**config.mk**
```make
export PLATFORM = sky130hd
export DESIGN_NAME = io_mmio_responder
export DESIGN_NICKNAME = d
export VERILOG_FILES = /design/src/rtl/io_mmio_pkg.sv /design/src/rtl/io_mmio_responder_btn_event_latch.sv /design/src/rtl/io_mmio_responder.sv
export SDC_FILE = /design/constraint.sdc
export NUM_CORES = 1
export LEC_CHECK = 0
export CAP_MARGIN = 5
export CORE_ASPECT_RATIO = 1.25
export CORE_MARGIN = 2
export CORE_UTILIZATION = 30
export DETAILED_ROUTE_END_ITERATION = 12
export PLACE_DENSITY = 0.64
export SYNTH_ARGS = -nofsm -noshare
export SYNTH_HDL_FRONTEND = slang
export SYNTH_SLANG_ARGS = --single-unit
```
**constraint.sdc**
```tcl
create_clock -name clk -period 3.02 [get_ports clk]
set_clock_uncertainty 0.05 [all_clocks]
set_input_delay 0.755 -clock clk [delete_from_list [all_inputs] [get_ports clk]]
set_output_delay 0.755 -clock clk [all_outputs]
set_load 0.05 [all_outputs]
```
**src/rtl/io_mmio_pkg.sv**
```systemverilog
// Shared constants and types for the CPU-facing GPIO register window.
package io_mmio_pkg;

    localparam logic [2:0] OFF_SWITCH    = 3'd0;
    localparam logic [2:0] OFF_BTN_LEVEL = 3'd1;
    localparam logic [2:0] OFF_BTN_PEND  = 3'd2;
    localparam logic [2:0] OFF_BTN_CNT   = 3'd3;
    localparam logic [2:0] OFF_LED       = 3'd4;
    localparam logic [2:0] OFF_SEG       = 3'd5;
    localparam logic [2:0] OFF_TIMER     = 3'd6;

    localparam int NUM_BTN = 5;

    typedef logic [NUM_BTN-1:0] btn_vec_t;

    localparam logic [15:0] BTN_CNT_MAX = 16'hFFFF;

    // Zero-extend a 16-bit field to a bus word.
    function automatic logic [31:0] zext16(input logic [15:0] v);
        return {16'h0000, v};
    endfunction

endpackage

```
**src/rtl/io_mmio_responder_btn_event_latch.sv**
```systemverilog
// Button event latch: level register, rising-edge detect, W1C pending bits
// (a new edge beats a clear) and a saturating press counter (a clear beats an edge).
module btn_event_latch
    import io_mmio_pkg::*;
(
    input  logic        clk,
    input  logic        aresetn,
    input  btn_vec_t    btn_dbnc,
    input  btn_vec_t    pend_clr,
    input  logic        cnt_clr,
    output btn_vec_t    btn_level,
    output btn_vec_t    pending,
    output logic [15:0] btn_cnt
);

    btn_vec_t    level_r;
    btn_vec_t    prev_r;
    btn_vec_t    pend_r;
    btn_vec_t    edge_s;
    btn_vec_t    pend_next_s;
    logic [15:0] cnt_r;
    logic [15:0] cnt_next_s;

    // Edge detection and next-state for pending bits and the press counter.
    always_comb begin
        edge_s      = level_r & ~prev_r;
        pend_next_s = (pend_r & ~pend_clr) | edge_s;
        cnt_next_s  = cnt_r;
        if (cnt_clr) begin
            cnt_next_s = 16'h0000;
        end else if ((|edge_s) && (cnt_r != BTN_CNT_MAX)) begin
            cnt_next_s = cnt_r + 16'h0001;
        end else begin
            cnt_next_s = cnt_r;
        end
    end

    // Level register, edge history, pending bits and counter.
    always_ff @(posedge clk) begin
        if (!aresetn) begin
            level_r <= '0;
            prev_r  <= '0;
            pend_r  <= '0;
            cnt_r   <= 16'h0000;
        end else begin
            level_r <= btn_dbnc;
            prev_r  <= level_r;
            pend_r  <= pend_next_s;
            cnt_r   <= cnt_next_s;
        end
    end

    assign btn_level = level_r;
    assign pending   = pend_r;
    assign btn_cnt   = cnt_r;

endmodule

```
**src/rtl/io_mmio_responder.sv**
```systemverilog
// CPU load/store responder for switches, buttons, LEDs and the segment value.
// Optional free-running timer at offset 6 when IO_MMIO_TIMER_EN is defined.
module io_mmio_responder
    import io_mmio_pkg::*;
#(
    parameter logic [31:0] BASE_ADDR = 32'hFFFF_FF00
)
(
    input  logic        clk,
    input  logic        aresetn,
    input  logic [31:0] addr,
    input  logic        we,
    input  logic [31:0] wdata,
    input  logic        re,
    output logic [31:0] rdata,
    output logic        rvalid,
    input  logic [15:0] switch,
    input  btn_vec_t    btn_dbnc,
    output logic [15:0] led_out,
    output logic [31:0] seg_value,
    output logic        btn_irq
);

    logic        hit_s;
    logic [2:0]  off_s;
    logic        wr_s;
    logic        rd_s;
    logic [15:0] sw_meta_r;
    logic [15:0] sw_sync_r;
    logic [15:0] led_r;
    logic [31:0] seg_r;
    logic [31:0] rdata_r;
    logic        rvalid_r;
    logic [31:0] rd_mux_s;
    logic [31:0] timer_s;
    btn_vec_t    pend_clr_s;
    logic        cnt_clr_s;
    btn_vec_t    btn_level_s;
    btn_vec_t    pending_s;
    logic [15:0] btn_cnt_s;
    logic        unused_addr_s;

    assign hit_s         = (addr[31:5] == BASE_ADDR[31:5]);
    assign off_s         = addr[4:2];
    assign wr_s          = we & hit_s;
    assign rd_s          = re & hit_s;
    assign unused_addr_s = ^addr[1:0];

    // A load of PEND clears exactly the bits it returns; a store clears by mask.
    always_comb begin
        pend_clr_s = '0;
        cnt_clr_s  = 1'b0;
        if (hit_s && (off_s == OFF_BTN_PEND)) begin
            if (we) begin
                pend_clr_s = pend_clr_s | wdata[NUM_BTN-1:0];
            end else begin
                pend_clr_s = pend_clr_s;
            end
            if (re) begin
                pend_clr_s = pend_clr_s | pending_s;
            end else begin
                pend_clr_s = pend_clr_s;
            end
        end else begin
            pend_clr_s = '0;
        end
        if (wr_s && (off_s == OFF_BTN_CNT)) begin
            cnt_clr_s = 1'b1;
        end else begin
            cnt_clr_s = 1'b0;
        end
    end

    btn_event_latch u_btn_event_latch (
        .clk       (clk),
        .aresetn   (aresetn),
        .btn_dbnc  (btn_dbnc),
        .pend_clr  (pend_clr_s),
        .cnt_clr   (cnt_clr_s),
        .btn_level (btn_level_s),
        .pending   (pending_s),
        .btn_cnt   (btn_cnt_s)
    );

`ifdef IO_MMIO_TIMER_EN
    logic [31:0] timer_r;

    // Free-running cycle counter; a store reloads it and counting resumes next cycle.
    always_ff @(posedge clk) begin
        if (!aresetn) begin
            timer_r <= 32'h0000_0000;
        end else if (wr_s && (off_s == OFF_TIMER)) begin
            timer_r <= wdata;
        end else begin
            timer_r <= timer_r + 32'h0000_0001;
        end
    end

    assign timer_s = timer_r;
`else
    assign timer_s = 32'h0000_0000;
`endif

    // Two-flop synchronizer for the asynchronous switch levels.
    always_ff @(posedge clk) begin
        if (!aresetn) begin
            sw_meta_r <= 16'h0000;
            sw_sync_r <= 16'h0000;
        end else begin
            sw_meta_r <= switch;
            sw_sync_r <= sw_meta_r;
        end
    end

    // Readback mux over the pre-store register values.
    always_comb begin
        rd_mux_s = 32'h0000_0000;
        case (off_s)
            OFF_SWITCH:    rd_mux_s = zext16(sw_sync_r);
            OFF_BTN_LEVEL: rd_mux_s = {{(32-NUM_BTN){1'b0}}, btn_level_s};
            OFF_BTN_PEND:  rd_mux_s = {{(32-NUM_BTN){1'b0}}, pending_s};
            OFF_BTN_CNT:   rd_mux_s = zext16(btn_cnt_s);
            OFF_LED:       rd_mux_s = zext16(led_r);
            OFF_SEG:       rd_mux_s = seg_r;
            OFF_TIMER:     rd_mux_s = timer_s;
            default:       rd_mux_s = 32'h0000_0000;
        endcase
    end

    // Writable output registers and the registered load response.
    always_ff @(posedge clk) begin
        if (!aresetn) begin
            led_r    <= 16'h0000;
            seg_r    <= 32'h0000_0000;
            rdata_r  <= 32'h0000_0000;
            rvalid_r <= 1'b0;
        end else begin
            if (wr_s && (off_s == OFF_LED)) begin
                led_r <= wdata[15:0];
            end else begin
                led_r <= led_r;
            end
            if (wr_s && (off_s == OFF_SEG)) begin
                seg_r <= wdata;
            end else begin
                seg_r <= seg_r;
            end
            if (rd_s) begin
                rdata_r <= rd_mux_s;
            end else begin
                rdata_r <= rdata_r;
            end
            rvalid_r <= rd_s;
        end
    end

    assign rdata     = rdata_r;
    assign rvalid    = rvalid_r;
    assign led_out   = led_r;
    assign seg_value = seg_r;
    assign btn_irq   = |pending_s;

endmodule
```
==> metrics <==
top cells by area, synth=dfxtp_1 (51%), mux2i_1 (6.4%), and2_1 (4.9%); RD Place Congestion=0.7964; pin count of the biggest net entering global routing=112; Worst path max stage delay=0.73 ns; #FFs+latches synth=144; Nets=860; area post-placement=0.007636 sq mm; Worst EP arrival=1.76 ns; ys flop type=dfxtp_1; Seq/Total Area, Yosys=51.30%; Crit. End Element=output pin; Final HPWL DP=11,580 um; sequential standard cell area=0.002883 sq mm; PwrDens=529.8 mW/mm^2; setup slack after layout=0.4557 ns; vias in the first global route=4,571; area grow syn2layout=46.40%; max cap viols=0; setup_tns=0 ns; combinational power share=7.4%; num rows=55; P_sw=0.9878 mW; die area=0.01985 sq mm; 1st-iter DRT viols=200; antenna cells=0; post-DR wirelength/cell=15.75 um; Leak Pwr=3.163 nW; TritonCTS Buffers=17; crit-path cells=nor3_1 > nand2_1 > clkdlybuf4s50_1; FFs w/ async S/R, synth=0%; Core Footprint=0.01824 sq mm; number of filler cells placed in the layout=1,712; Cells after Synth=605; layout cells sized above 1=9.068%; All-Layer GR Usage=16.02%; top-area cell type share of the netlist area=51.30%; drt pass-1 iters=4; Final ANT Viol Nets=0; initial core utilization=30.81%; FMAX=390.0 MHz; cts hold-fix bufs=0; Crit-path slowest cell=clkdlybuf4s50_1; number of antenna violations at the first check in global routing=0; Worst Path Required=2.21 ns; syn_area_per_cell=9.288 sq um; Flop pwr share=44.9%; Int Pwr=3.371 mW; vias after detailed routing=4,702; Die W=126.4 um; Peak VDD IR=0.3153 mV; Hold Vio Cnt, Final=0; net count after synthesis=695; Clock Sinks=144; number of post-CTS setup repair buffers=0; unrepaired setup endpoints after global routing=false; Pwr Total=4.358 mW; Slew Limit Fails=0; Synth warnings=0; outcome=finished clean; TritonCTS clock tree=done; Synth cell types=41; clock root buffer=clkbuf_16; Synth Cell Area=0.005619 sq mm; Finished Cell Area=0.008227 sq mm; multi-input logic area=0.002549 sq mm; die span in y=157.0 um; Post-Route WL=15,930 um; H-tree levels=4; first-pass GRT wire length=24,840 um; Post-synth EDFFs=0; CP Max Fanout=3; grt ovf=0; Setup CP Type=reg -> out; switch share=22.66%; post-CTS sizing=0; Worst setup SP type=register; Clock Latency Late Sink=0.42 ns; Worst Hold Class=reg -> reg; period utilization=84.91%; IO buf count=168; DR DRC count=0; vias per cell=4.651; minimum clock period=2.564 ns; Clock power frac=47.8%; slew margin rel.=37.87%; cell taking the most area after synthesis=dfxtp_1; final setup fails=0; Max clock buf depth=2; Ports=171; Worst Max-Slew Pin Slew=0.9285 ns; Reg clk slew, reported paths=0.06 ns; worst slack, placed=0.03555 ns
==> sequential cells by signal, summed over array words and instances (netlist names) <==
register and flops:
sw_sync_r 16, seg_value 32, rdata 32, led_out 16
u_btn_event_latch.btn_cnt 16, u_btn_event_latch.btn_level 5, rvalid 1, u_btn_event_latch.prev_r 5
sw_meta_r 16, u_btn_event_latch.pending 5
==> kinds of logic after synthesis <==
family,share of synthesized area (%)
compound gates,14.87
xor+xnor,2.338
fa+ha+maj,0.2226
buf+inv,3.451
flops,51.30
mux,7.014
simple gates,20.80
==> final timing paths <==
check | startpoint | endpoint | slack [ns] | depth (start not counted)
worst max-delay path | u_btn_event_latch.pending[0]$_SDFF_PN0_ | btn_irq | 0.46 | 3
worst min-delay path | sw_meta_r[0]$_SDFF_PN0_ | sw_sync_r[0]$_SDFF_PN0_ | 0.38 | 1
worst max register to register | u_btn_event_latch.btn_cnt[0]$_SDFFE_PP0P_ | u_btn_event_latch.btn_cnt[6]$_SDFFE_PP0P_ | 0.67 | 7
worst min register to register | sw_meta_r[0]$_SDFF_PN0_ | sw_sync_r[0]$_SDFF_PN0_ | 0.38 | 1
==> synthesized netlist by cell type, types with 3 or more instances <==
cell and instances:
buf_1 6, o21ai_0 48, a2bb2oi_1 11, a2111oi_0 7, nand2_1 56, nor2_1 60
nand4_2 3, a21oi_1 25, inv_1 5, a22o_2 10, clkbuf_1 31, nor2b_1 6
dfxtp_1 144, o221ai_1 3, nand4_1 10, nor3_1 4, mux2i_1 36, a22o_1 11
and2_1 44, a211oi_1 7, xnor2_1 15, nand3_1 39
==> per-layer routing <==
layer | global-route usage (%) | up-vias | share of wire [%]
met1 | 20.46 | 2133 | 46
met4 | 5.861 | 0 | 2.1
met5 | 0 | - | 0
li1 | - | 2442 | -
met3 | 3.535 | 18 | 3.8
met2 | 26.56 | 109 | 48
==> cells in the final DEF, fill, tap and decap left out, types with 2 or more instances in the layout <==
| cell | n |
|---|---|
| nor2b_1 | 6 |
| a22o_2 | 10 |
| a211oi_1 | 7 |
| o22ai_1 | 2 |
| dfxtp_1 | 144 |
| clkinv_4 | 2 |
| clkinvlp_4 | 5 |
| clkdlybuf4s50_1 | 167 |
| nor3_1 | 4 |
| xnor2_1 | 15 |
| buf_12 | 6 |
| a2bb2oi_1 | 11 |
| nand3_1 | 39 |
| and2_1 | 44 |
| o221ai_1 | 3 |
| nand4_1 | 10 |
| o21ai_0 | 48 |
| bufinv_16 | 2 |
| mux2i_1 | 36 |
| clkbuf_8 | 2 |
| nand4_2 | 3 |
| and4_1 | 2 |
| buf_4 | 14 |
| a21oi_1 | 25 |
| nand2_1 | 56 |
| clkinv_2 | 2 |
| clkbuf_16 | 17 |
| nor2_1 | 60 |
| a2111oi_0 | 7 |
| a22o_1 | 11 |
| inv_1 | 5 |
==> cell type report <==
class	instances	share of cell area, %
Inverter	6	0.2738
Clock inverter	12	1.627
Tap cell	228	3.468
Clock buffer	20	5.551
Multi-Input combinational cell	414	30.98
Timing Repair Buffer	187	23.06
Sequential cell	144	35.04
==> critical path: cells and delay by family, from the launching register on <==
kind / cells / cell delay (ns)
and+or+nand+nor: 2 / 0.28
DFF: 1 / 0.32
buffers and inverters: 1 / 0.73
==> power by group through the flow <==
stage,sequential (mW),clock [mW],combinational [mW]
4_1_cts,1.96,2.12,0.324
6_report,1.96,2.08,0.322
5_1_grt,1.96,2.22,0.350
3_5_place_dp,2.00,0,0.323
2_1_floorplan,1.99,0,0.149
3_3_place_gp,2.00,0,0.321
==> through the flow <==
| step | util (%) | std cells | hold WS (ns) |
|---|---|---|---|
| after floorplan | - | 605 | 0.3619 |
| after global placement | 41.87 | 979 | 0.3655 |
| after detailed placement | 41.87 | 979 | 0.3669 |
| after CTS | 45.11 | 1011 | 0.3814 |
| after global routing | 45.11 | 1011 | 0.3911 |
| final | 45.11 | 1011 | 0.3805 |
No activity file was read; power rests on OpenSTA's default activity.
==> RTL change 1: new RTL, same settings <==
Remove the register `rvalid_r`: a continuous assignment takes its place, so the output `rvalid` follows one clock earlier.
--- a/src/rtl/io_mmio_responder.sv
+++ b/src/rtl/io_mmio_responder.sv
@@ -134,5 +134,4 @@
             seg_r    <= 32'h0000_0000;
             rdata_r  <= 32'h0000_0000;
-            rvalid_r <= 1'b0;
         end else begin
             if (wr_s && (off_s == OFF_LED)) begin
@@ -151,7 +150,8 @@
                 rdata_r <= rdata_r;
             end
-            rvalid_r <= rd_s;
         end
     end
+
+    assign rvalid_r = rd_s;
 
     assign rdata     = rdata_r;
Check against the original RTL: not equivalent (a bounded check fails within 4 cycles, from zero or initial values and one cycle with aresetn low).
==> RTL change 1 against the unedited design <==
The flow now finishes with violations (negative setup slack). Cell count rose by 3.6%. Combinational power fell by 6%. Sequential cell count shrank 1. Register-to-register slack better by 40 ps. Setup slack worse by 460 ps. Final area increased by 3.3%. Power is 0.91% higher. Fmax fell by 15%. Area after synthesis is 3.9% higher. Routed wire length increased by 5.2%. Critical path type is now in2out. Highest routed layer unchanged.
==> RTL change 1: results (changes against the unedited design) <==
Iter 0 DRT Violations: 279 (+40%)
worst hold slack: 380.6 ps (+0.1080 ps)
gr usage total: 16.40% (+0.38 points)
outcome: complete, but fails checks
metal2 WL: 8.322 mm (+8.6%)
layout cells sized above 1: 9.125% (+0.057 points)
Skew-Pair Late Insertion Delay: 420 ps (about the same)
worst slew pin tran: 862.6 ps (-65.90 ps)
vias in the first global route: 4716 (+3.2%)
worst min-delay path class: reg2reg
worst vdd ir: 0.3168 mV (+0.48%)
IO Port Bufs: 168 (unchanged)
post-synth net total: 716 (+3.0%)
R2R setup slack: 710 ps (+40 ps)
routability cong.: 0.8147 (+2.3%)
post-DR wirelength/cell: 16.01 um (+1.6%)
met3 wire len: 841 um (+38%)
first-pass GRT wire length: 26.02 mm (+4.7%)
setup total negative slack: -4.731 ps (-4.731 ps)
failing checks: negative setup slack
Cells on Worst Hold Path: 1 (unchanged)
final setup margin: -4.731 ps (-460.5 ps)
area of the die: 20590 um2 (+3.7%)
LEAKAGE: 3.265 nW (+3.2%)
ranking of synthesized cells by area: dfxtp_1, nand2_1, mux2i_1
pre-CTS WS: -324.1 ps (-359.6 ps)
Seq/Total Area, Yosys: 49.06% (-2.2 points)
final setup violation count: 1 (+1)
CP max FO: 2 (-1)
largest net degree at the start of global routing: 85 (-24%)
CP max stage cell: or4b_4
Worst Path Arrival: 2220 ps (+460 ps)
total number of vias: 4982 (+6.0%)
hpwl dp: 12.16 mm (+5.1%)
Async SR Flop Fraction: 0% (unchanged)
synth unique cells: 44 (+7.3%)
Total Nets Final: 888 (+3.3%)
CP peak stage delay: 540 ps (-190 ps)
wl on met1: 7.168 mm (-2.0%)
commonest cells in the netlist: dfxtp_1, nand2_1, and2_1, a21boi_0, mux2i_1
RTL change 1: final cells by class:
type / instances / area [um2]
Tap cell: 236 / 295.3
Timing Repair Buffer: 195 / 1951
Multi-Input combinational cell: 434 / 2756
Inverter: 7 / 26.28
Clock buffer: 19 / 442.9
Clock inverter: 13 / 163.9
Fill cell: 1886 / 10760
Sequential cell: 143 / 2863
RTL change 1: per-layer routing:
layer,GRT usage [%],vias to the layer above
met5,0,-
met4,6.868,0
met3,3.384,28
met2,27.44,128
met1,20.38,2313
li1,-,2513
RTL change 1: kinds of logic (layout without fill, tap and decap cells):
family / count (synthesis) / in the layout / share of synthesized area, %
AND/OR/NAND/NOR: 254 / 254 / 21.74
flip-flops: 143 / 143 / 49.06
AO/OA/AOI/OAI: 131 / 131 / 16.49
buffers and inverters: 49 / 234 / 3.817
multiplexers: 38 / 38 / 7.183
XOR/XNOR: 10 / 10 / 1.501
adder cells (fa/ha/maj): 1 / 1 / 0.2144
RTL change 1: worst paths after layout:
check / startpoint / to
max: addr[7] / rvalid
min: sw_meta_r[8]$_SDFF_PN0_ / sw_sync_r[8]$_SDFF_PN0_
max reg2reg: u_btn_event_latch.btn_cnt[0]$_SDFFE_PP0P_ / u_btn_event_latch.btn_cnt[3]$_SDFFE_PP0P_
min reg2reg: sw_meta_r[8]$_SDFF_PN0_ / sw_sync_r[8]$_SDFF_PN0_
RTL change 1: what timing repair did:
item | in CTS | in global routing
setup endpoints to repair | 1 | 1
gates resized for setup | 7 | 8
pin swaps | 3 | 3
cloned | 0 | 0
buffers inserted | 0 | 0
RTL change 1: through the flow:
step                instance area [um2]  utilization (%)  cells
global route                       8498            44.13   1047
floorplan                          5837                -    626
global placement                   7900            41.03   1015
CTS                                8508            44.18   1047
detailed placement                 7900            41.03   1015
finish                             8498            44.13   1047
RTL change 1: where the power goes:
group,switching (W),internal (W)
Clock,0.000831,0.00132
Combinational,0.000131,0.000172
Sequential,0.0000186,0.00192
RTL change 1: worst max-delay path, delay by kind of cell:
kind          cells  cell delay [ps]
simple gates      3             1240
buf+inv           2              230
==> RTL change 2: new RTL, same settings <==
Without the edit above. Set the package constant `NUM_BTN` to 10 (it was 5).
--- a/src/rtl/io_mmio_pkg.sv
+++ b/src/rtl/io_mmio_pkg.sv
@@ -10,5 +10,5 @@
     localparam logic [2:0] OFF_TIMER     = 3'd6;
 
-    localparam int NUM_BTN = 5;
+    localparam int NUM_BTN = 10;
 
     typedef logic [NUM_BTN-1:0] btn_vec_t;
Interface: changed (resized btn_dbnc); port bits go from 171 to 176. No check against the original RTL was run, so the function may have changed too.
==> RTL change 2 against the unedited design <==
Routed wire length up 22%. Synthesized cell count up 16%. First-iteration DRC count rose to 2.6 times the old value. Setup slack worse by 220 ps. Hold slack better by 1.8 ps. Power up 6.8%. Via count up 21%. Final area up 11%. Sequential cell count up 15. Area after synthesis up 13%. Register-to-register slack better by 460 ps. Critical path type unchanged. Largest cell class unchanged.
==> RTL change 2: results (changes against the unedited design) <==
Layout Cells excl Fill: 1164 (+15%)
hpwl dp: 14.48 mm (+25%)
DRT Pass-1 Iters: 5 (+1)
Hold EP: sw_sync_r[5]$_SDFF_PN0_
LEAKAGE: 3.322 nW (+5.0%)
Seq/Total Area, Yosys: 50.09% (-1.2 points)
Cell Area, Placed: 8532 um2 (+12%)
routability cong.: 0.8678 (+9.0%)
first-pass GRT wire length: 30.39 mm (+22%)
synth unique cells: 53 (+29%)
Total Nets Final: 972 (+13%)
internal power: 0.003566 W (+5.8%)
R2R setup slack: 1130 ps (+460 ps)
post-synth net total: 796 (+15%)
ranking of synthesized cells by area: dfxtp_1, a21oi_1, nand2_1
fill cell count: 2061 (+20%)
pre-CTS WS: -146.7 ps (-182.2 ps)
largest net degree at the start of global routing: 56 (-50%)
commonest cells in the netlist: dfxtp_1, nand2_1, a21oi_1, and2_1, clkbuf_1
outcome: completed
met2 Use GR: 29.41% (+2.9 points)
IO Port Bufs: 173 (+3.0%)
Iter 0 DRT Violations: 512 (+160%)
worst vdd ir: 0.3090 mV (-2.0%)
vias in the first global route: 5393 (+18%)
Gate Count Post-Synth: 701 (+16%)
Hold Crit Start: sw_meta_r[5]$_SDFF_PN0_
M3 GR Usage: 4.566% (+1.0 points)
[RTL change 2: cell types whose count changed in the layout (fill, tap and decap cells not counted), moves of 10 or more]
cell	delta
a21oi_1	+73
a22o_2	-10
a2bb2oi_1	-11
and2_1	+16
buf_4	+15
dfxtp_1	+15
mux2_2	+10
mux2i_1	-24
nand2_1	+70
nand3_1	-16
nor2_1	-42
o211a_1	+10
o21ai_0	-29
xnor2_1	-15
[RTL change 2: how the worst max path moves through the flow]
| stage | from | end | cells past startpoint |
|---|---|---|---|
| floorplan | addr[6] | rdata[0]$_SDFFE_PN0P_ | 7 |
| global placement | addr[6] | rdata[0]$_SDFFE_PN0P_ | 6 |
| detailed placement | addr[6] | rdata[0]$_SDFFE_PN0P_ | 6 |
| CTS | u_btn_event_latch.pending[8]$_SDFF_PN0_ | btn_irq | 3 |
| global route | u_btn_event_latch.pending[8]$_SDFF_PN0_ | btn_irq | 3 |
| finish | u_btn_event_latch.pending[8]$_SDFF_PN0_ | btn_irq | 3 |
[RTL change 2: layout make-up]
| type | count | share of cell area, % |
|---|---|---|
| flip-flops and latches | 159 | 34.91 |
| repair buffers | 210 | 23.08 |
| clock inverters | 13 | 1.674 |
| clock buffers | 19 | 4.748 |
| multi-input cells | 485 | 31.66 |
| well taps | 274 | 3.760 |
| inverters | 4 | 0.1647 |
[RTL change 2: cells by family after synthesis]
family / share of synthesized area (%)
simple gates: 23.11
compound gates: 17.13
flops: 50.09
buf+inv: 4.568
mux: 4.903
fa+ha+maj: 0.1969
[RTL change 2: worst reg2reg max path: stages, from the launching register on]
cell,delay (ps)
dfxtp_1,350
ha_1,300
nand4_1,200
nor2_1,70
buf_4,200
or4_1,480
a21oi_1,170
[RTL change 2: metrics by stage]
stage / utilization (%) / hold slack (ps)
global placement: 40.98 / 365.5
CTS: 43.80 / 381.6
global route: 43.80 / 389.5
finish: 43.80 / 382.4
detailed placement: 40.98 / 366.9
floorplan: - / 361.9
[RTL change 2: power by group through the flow]
| stage | registers (W) | clock network [W] | logic, W |
|---|---|---|---|
| 2_1_floorplan | 0.00220 | 0 | 0.000152 |
| 3_3_place_gp | 0.00222 | 0 | 0.000338 |
| 3_5_place_dp | 0.00222 | 0 | 0.000340 |
| 4_1_cts | 0.00217 | 0.00218 | 0.000342 |
| 5_1_grt | 0.00217 | 0.00227 | 0.000370 |
| 6_report | 0.00217 | 0.00214 | 0.000341 |
[RTL change 2: layer usage]
layer | part of all wire, % | routed length, um | vias up
met1 | 42 | 8243 | 2678
met2 | 50 | 9706 | 170
met5 | 0 | 0 | -
li1 | - | - | 2831
met4 | 2.8 | 548 | 0
met3 | 5.2 | 1006 | 28
